$ cat src/rtl/ysyx_24120013_exu_seq.sv
// Multi-cycle NPC sequencer: owns the PC and steps FETCH/DECODE/EXEC/WB,
// latching the instruction and gating the EXU write into one WB strobe.
module ysyx_24120013_exu_seq #(
  parameter int unsigned     ADDR_WIDTH    = 5,
  parameter int unsigned     DATA_WIDTH    = 32,
  parameter logic [31:0]     RESET_PC      = 32'h8000_0000,
  parameter int unsigned     FETCH_TIMEOUT = 16
) (
  input  logic                  clk,
  input  logic                  rst,
  output logic                  ifu_req,
  output logic [31:0]           ifu_pc,
  input  logic                  ifu_rvalid,
  input  logic [31:0]           ifu_inst,
  output logic [31:0]           inst,
  input  logic                  is_ebreak,
  input  logic                  jump_valid,
  input  logic [31:0]           jump_target,
  input  logic                  exu_wen,
  input  logic [ADDR_WIDTH-1:0] exu_waddr,
  input  logic [DATA_WIDTH-1:0] exu_wdata,
  output logic                  rf_wen,
  output logic [ADDR_WIDTH-1:0] rf_waddr,
  output logic [DATA_WIDTH-1:0] rf_wdata,
  output logic                  halt,
  output logic                  err,
  output logic [31:0]           retired
);

  typedef enum logic [2:0] {
    S_FETCH,
    S_DECODE,
    S_EXEC,
    S_WB,
    S_HALT,
    S_ERROR
  } state_t;

  localparam logic [7:0] TO_LAST = 8'(FETCH_TIMEOUT - 1);

  state_t      state;
  logic [31:0] pc;
  logic [31:0] next_pc;
  logic [7:0]  cnt;
  logic        wen_q;

  assign ifu_pc  = pc;
  assign ifu_req = (state == S_FETCH);
  assign rf_wen  = (state == S_WB) && wen_q;
  assign halt    = (state == S_HALT);
  assign err     = (state == S_ERROR);

  always_ff @(posedge clk) begin
    if (rst) begin
      state    <= S_FETCH;
      pc       <= RESET_PC;
      next_pc  <= RESET_PC;
      inst     <= '0;
      cnt      <= '0;
      wen_q    <= 1'b0;
      rf_waddr <= '0;
      rf_wdata <= '0;
      retired  <= '0;
    end else begin
      unique case (state)
        S_FETCH: begin
          // rvalid on the final allowed cycle still wins over timeout
          if (ifu_rvalid) begin
            inst  <= ifu_inst;
            cnt   <= '0;
            state <= S_DECODE;
          end else if (cnt == TO_LAST) begin
            state <= S_ERROR;
          end else begin
            cnt <= cnt + 8'd1;
          end
        end
        S_DECODE: state <= S_EXEC;
        S_EXEC: begin
          if (is_ebreak) begin
            state <= S_HALT;
          end else if (jump_valid && (jump_target[1:0] != 2'b00)) begin
            state <= S_ERROR;
          end else begin
            wen_q    <= exu_wen && (exu_waddr != '0);
            rf_waddr <= exu_waddr;
            rf_wdata <= exu_wdata;
            next_pc  <= jump_valid ? jump_target : pc + 32'd4;
            state    <= S_WB;
          end
        end
        S_WB: begin
          pc      <= next_pc;
          retired <= retired + 32'd1;
          wen_q   <= 1'b0;
          state   <= S_FETCH;
        end
        S_HALT:  state <= S_HALT;
        S_ERROR: state <= S_ERROR;
        default: state <= S_ERROR;
      endcase
    end
  end

endmodule

$ cat config.mk
export PLATFORM = sky130hd
export DESIGN_NAME = ysyx_24120013_exu_seq
export DESIGN_NICKNAME = d
export VERILOG_FILES = /design/src/rtl/ysyx_24120013_exu_seq.sv
export SDC_FILE = /design/constraint.sdc
export NUM_CORES = 1
export LEC_CHECK = 0
export CAP_MARGIN = 15
export CORE_ASPECT_RATIO = 1.75
export CORE_MARGIN = 10
export CORE_UTILIZATION = 28
export DETAILED_ROUTE_END_ITERATION = 6
export PLACE_DENSITY_LB_ADDON = 0.05
export RECOVER_POWER = 25
export SLEW_MARGIN = 20
export SYNTH_ARGS = -nofsm -noshare
export SYNTH_HDL_FRONTEND = slang
export SYNTH_SLANG_ARGS = --single-unit
$ cat constraint.sdc
create_clock -name clk -period 2.6 [get_ports clk]
set_input_delay 0.52 -clock clk [delete_from_list [all_inputs] [get_ports clk]]
set_output_delay 0.52 -clock clk [all_outputs]
set_load 0.02 [all_outputs]
==> summary.md <==
| Metric | Value |
|---|---|
| Outcome | complete, no violations |
| Row count | 80 |
| Vias per cell | 4.69 |
| Die height | 239 µm |
| CP Class | reg2out |
| Leak | 3.74 nW |
| Final GP Congestion | 0.772 |
| Gr ovfl total | 0 |
| Minimum clock period after layout | 2.48 ns |
| Crit. End Element | output pin |
| DRT iter0 DRCs | 297 |
| Worst-case reg-to-reg path depth | 7 |
| Slew margin rel. | 0.370 |
| Max Cap Violations | 0 |
| DP HPWL | 20100 µm |
| Final Cell Area | 11000 µm² |
| Nets@finish | 1298 |
| Die Wd | 145 µm |
| Pins Over Slew Limit | 0 |
| WP data arrival | 1.96 ns |
| Post-route met1 wirelength | 10300 µm |
| FMAX | 403 MHz |
| Core area | 27100 µm² |
| Cell taking the most area after synthesis | dfxtp_1 |
| DR top layer | met5 |
| Comb pwr share | 0.136 |
| CP bufs+invs | 2 |
| Share of layout cells above drive strength 1 | 0.0617 |
| Crit-path leading delay family | buffers and inverters |
| Critical path cell sequence | buf_4, and3b_1, and2_1, clkdlybuf4s50_1 |
| Final period utilization | 0.954 |
| Clock slew at reported path FFs | 0.06 ns |
| Mapped Avg Cell Area | 7.99 µm² |
| Crit-path max FO | 8 |
| CTS Buffer Depth | 2 |
| Vias in the first global route | 7449 |
| GRT Total Usage | 0.156 |
| Slowest cell on the critical path | clkdlybuf4s50_1 |
| Final hold violations | 0 |
| WHS Path Cells | 2 |
| Final Hold Slack | 0.448 ns |
| Asr flop ratio synth | 0 |
| Switching share of total power | 0.257 |
| Worst-margin pin slew | 0.945 ns |
| Cell Int Power | 4.60 mW |
| Die area | 34600 µm² |
| Skew final | 0.00683 ns |
| RSZ-0062 raised after global routing | false |
| Remaining DRCs | 0 |
| Worst skew pair latency | 0.45 ns |
| CTS tree | built |
| Worst path max stage delay | 0.62 ns |
| R2R Setup Slk | 0.23 ns |
| CP required | 2.08 ns |
| Psw | 1.59 mW |
| Syn Nets | 1068 |
| Crit Reg-Reg Startpoint | state[0]$_SDFFE_PP0P_ |
| Ant. Diodes | 0 |
| Critical hold path startpoint | rst |
| Port-buffer cells | 243 |
| #FFs+latches synth | 177 |
| # clock sinks | 177 |
| Power per cell area | 561 nW/µm² |
| Mapped Cells | 958 |
| Layout Utilization | 0.407 |
| Worst Hold Endpoint | rf_wdata[9]$_SDFFE_PP0P_ |
| Setup violations, final | 0 |
| Ys Warns | 0 |
| Post-Syn Area | 7650 µm² |
| Post-synth EDFFs | 0 |
| Layout area overhead | 44.3% |
| Setup TNS | 0 ns |
| CTS Buf Count | 17 |
| Startpoint types | register |
| Clock network power share | 0.403 |
| Routed Antenna Nets | 0 |
| Global-route wire length before repair | 43000 µm |
| DRT Wirelength | 27400 µm |
| Sequential Power Share | 0.461 |
| Synth unique cells | 54 |
| IO Count | 244 |
| Reg-to-Reg End | next_pc[16]$_SDFFE_PP0P_ |
| WL met3 | 1860 µm |
| Pre-antenna DRT Iters | 4 |
| Initial core utilization | 0.282 |
| Crit path depth | 4 |
| Synth top area cells | dfxtp_1 46%, nand2_1 12%, a21oi_1 9.1%, xnor2_1 3.1%, xor2_1 3.0% |
| CTS H-tree depth | 4 |
| Hold WC Path Type | in2reg |
| Initial antenna violation count | 1 |
| Post-DP Area | 10500 µm² |
| Share of the synthesized area in the top cell type | 0.463 |
| Top FF cell, synth | dfxtp_1 |
| Largest net degree at the start of global routing | 102 |
| Average wire per cell in the routed design | 17.4 µm |
| Vias | 7357 |
| CTS Root Buffer Type | clkbuf_16 |
| Peak supply drop | 419 µV |
| Sequential element share of the synthesized area | 0.463 |
| Post-CTS Hold Fix Bufs | 0 |
| WL met2 | 14600 µm |
stage by stage:
stage / total power, mW / std cells / worst slack (ns)
2_1_floorplan: 3.35 / 958 / 0.490
3_3_place_gp: 3.79 / 1538 / 0.0671
3_5_place_dp: 3.79 / 1538 / 0.0602
4_1_cts: 6.32 / 1569 / 0.0969
5_1_grt: 6.47 / 1569 / 0.0383
6_report: 6.19 / 1569 / 0.119
how the worst max path moves through the flow:
stage	from	endpoint	slack [ns]
2_1_floorplan	ifu_pc[19]$_SDFFE_PP0N_	next_pc[31]$_SDFFE_PP1P_	0.49
3_5_place_dp	is_ebreak	next_pc[26]$_SDFFE_PP0P_	0.06
4_1_cts	state[0]$_SDFFE_PP0P_	rf_wen	0.1
5_1_grt	state[0]$_SDFFE_PP0P_	rf_wen	0.04
3_3_place_gp	is_ebreak	next_pc[28]$_SDFFE_PP0P_	0.07
6_report	state[0]$_SDFFE_PP0P_	rf_wen	0.12
cell usage after synthesis, types with 3 or more instances:
master / instances
a21oi_1: 139
a31oi_1: 6
and2_1: 6
and3_1: 20
and4_1: 6
buf_2: 11
buf_6: 8
clkbuf_1: 43
dfxtp_1: 177
ha_1: 3
inv_1: 10
mux2i_1: 4
nand2_1: 247
nand3_1: 26
nand3b_1: 4
nand4_1: 19
nor2_1: 58
nor3_1: 14
nor3_2: 3
nor3b_1: 3
nor4_1: 9
nor4_2: 6
o21a_1: 3
o21ai_0: 15
o22ai_1: 13
or3_1: 13
or4_1: 4
xnor2_1: 27
xor2_1: 26
timing repair:
action / CTS / global route
setup endpoints to repair: 1 / 0
setup buffers: 0 / 0
gates resized for setup: 1 / 0
routing by layer:
layer | vias up | track usage
met1 | 3429 | 0.158
li1 | 3719 | -
met3 | 30 | 0.0546
met2 | 177 | 0.286
met4 | 2 | 0.0628
met5 | - | 0
power groups by stage:
stage,combinational (mW),clock [mW],sequential (mW)
3_5_place_dp,0.872,0,2.91
2_1_floorplan,0.363,0,2.99
6_report,0.844,2.49,2.85
4_1_cts,0.872,2.60,2.85
3_3_place_gp,0.877,0,2.91
5_1_grt,0.924,2.69,2.86
cells by family (layout without fill, tap and decap cells):
group / after synthesis / after routing / share of synthesized area
DFF: 177 / 177 / 0.463
adders and majority gates: 3 / 3 / 0.00491
xor gates and xnor gates: 53 / 53 / 0.0607
muxes: 5 / 5 / 0.00671
buffers and inverters: 75 / 317 / 0.0469
AOI/OAI and AO/OA: 193 / 193 / 0.138
and+or+nand+nor: 452 / 452 / 0.280
final cells by class:
class	count	area, µm²
Fill cell	2858	16100
Clock buffer	27	503
Sequential cell	177	3540
Multi-Input combinational cell	706	3730
Inverter	10	37.5
Timing Repair Buffer	276	2710
Clock inverter	4	50.0
Tap cell	369	462
state kept, by name (all words and copies together) (netlist names):
signal    flops
rf_waddr      5
wen_q         1
inst         32
rf_wdata     32
next_pc      32
retired      32
ifu_pc       32
cnt           8
state         3
placed cells by master, fill, tap and decap left out, types with 4 or more instances in the layout:
master	synthesis	routed
nand2_1	247	247
clkdlybuf4s50_1	0	226
dfxtp_1	177	177
a21oi_1	139	139
nor2_1	58	58
xnor2_1	27	27
nand3_1	26	26
xor2_1	26	26
buf_4	1	23
and3_1	20	20
nand4_1	19	19
clkbuf_16	0	17
o21ai_0	15	15
dlygate4sd3_1	0	15
nor3_1	14	14
o22ai_1	13	13
or3_1	13	13
nor4_1	9	11
inv_1	10	10
clkbuf_1	43	10
and4_1	6	6
and2_1	6	6
a31oi_1	6	6
nor4_2	6	4
mux2i_1	4	4
nand3b_1	4	4
or4_1	4	4
clkbuf_8	0	4
buf_12	0	4
Power figures use the tool's default switching activity.
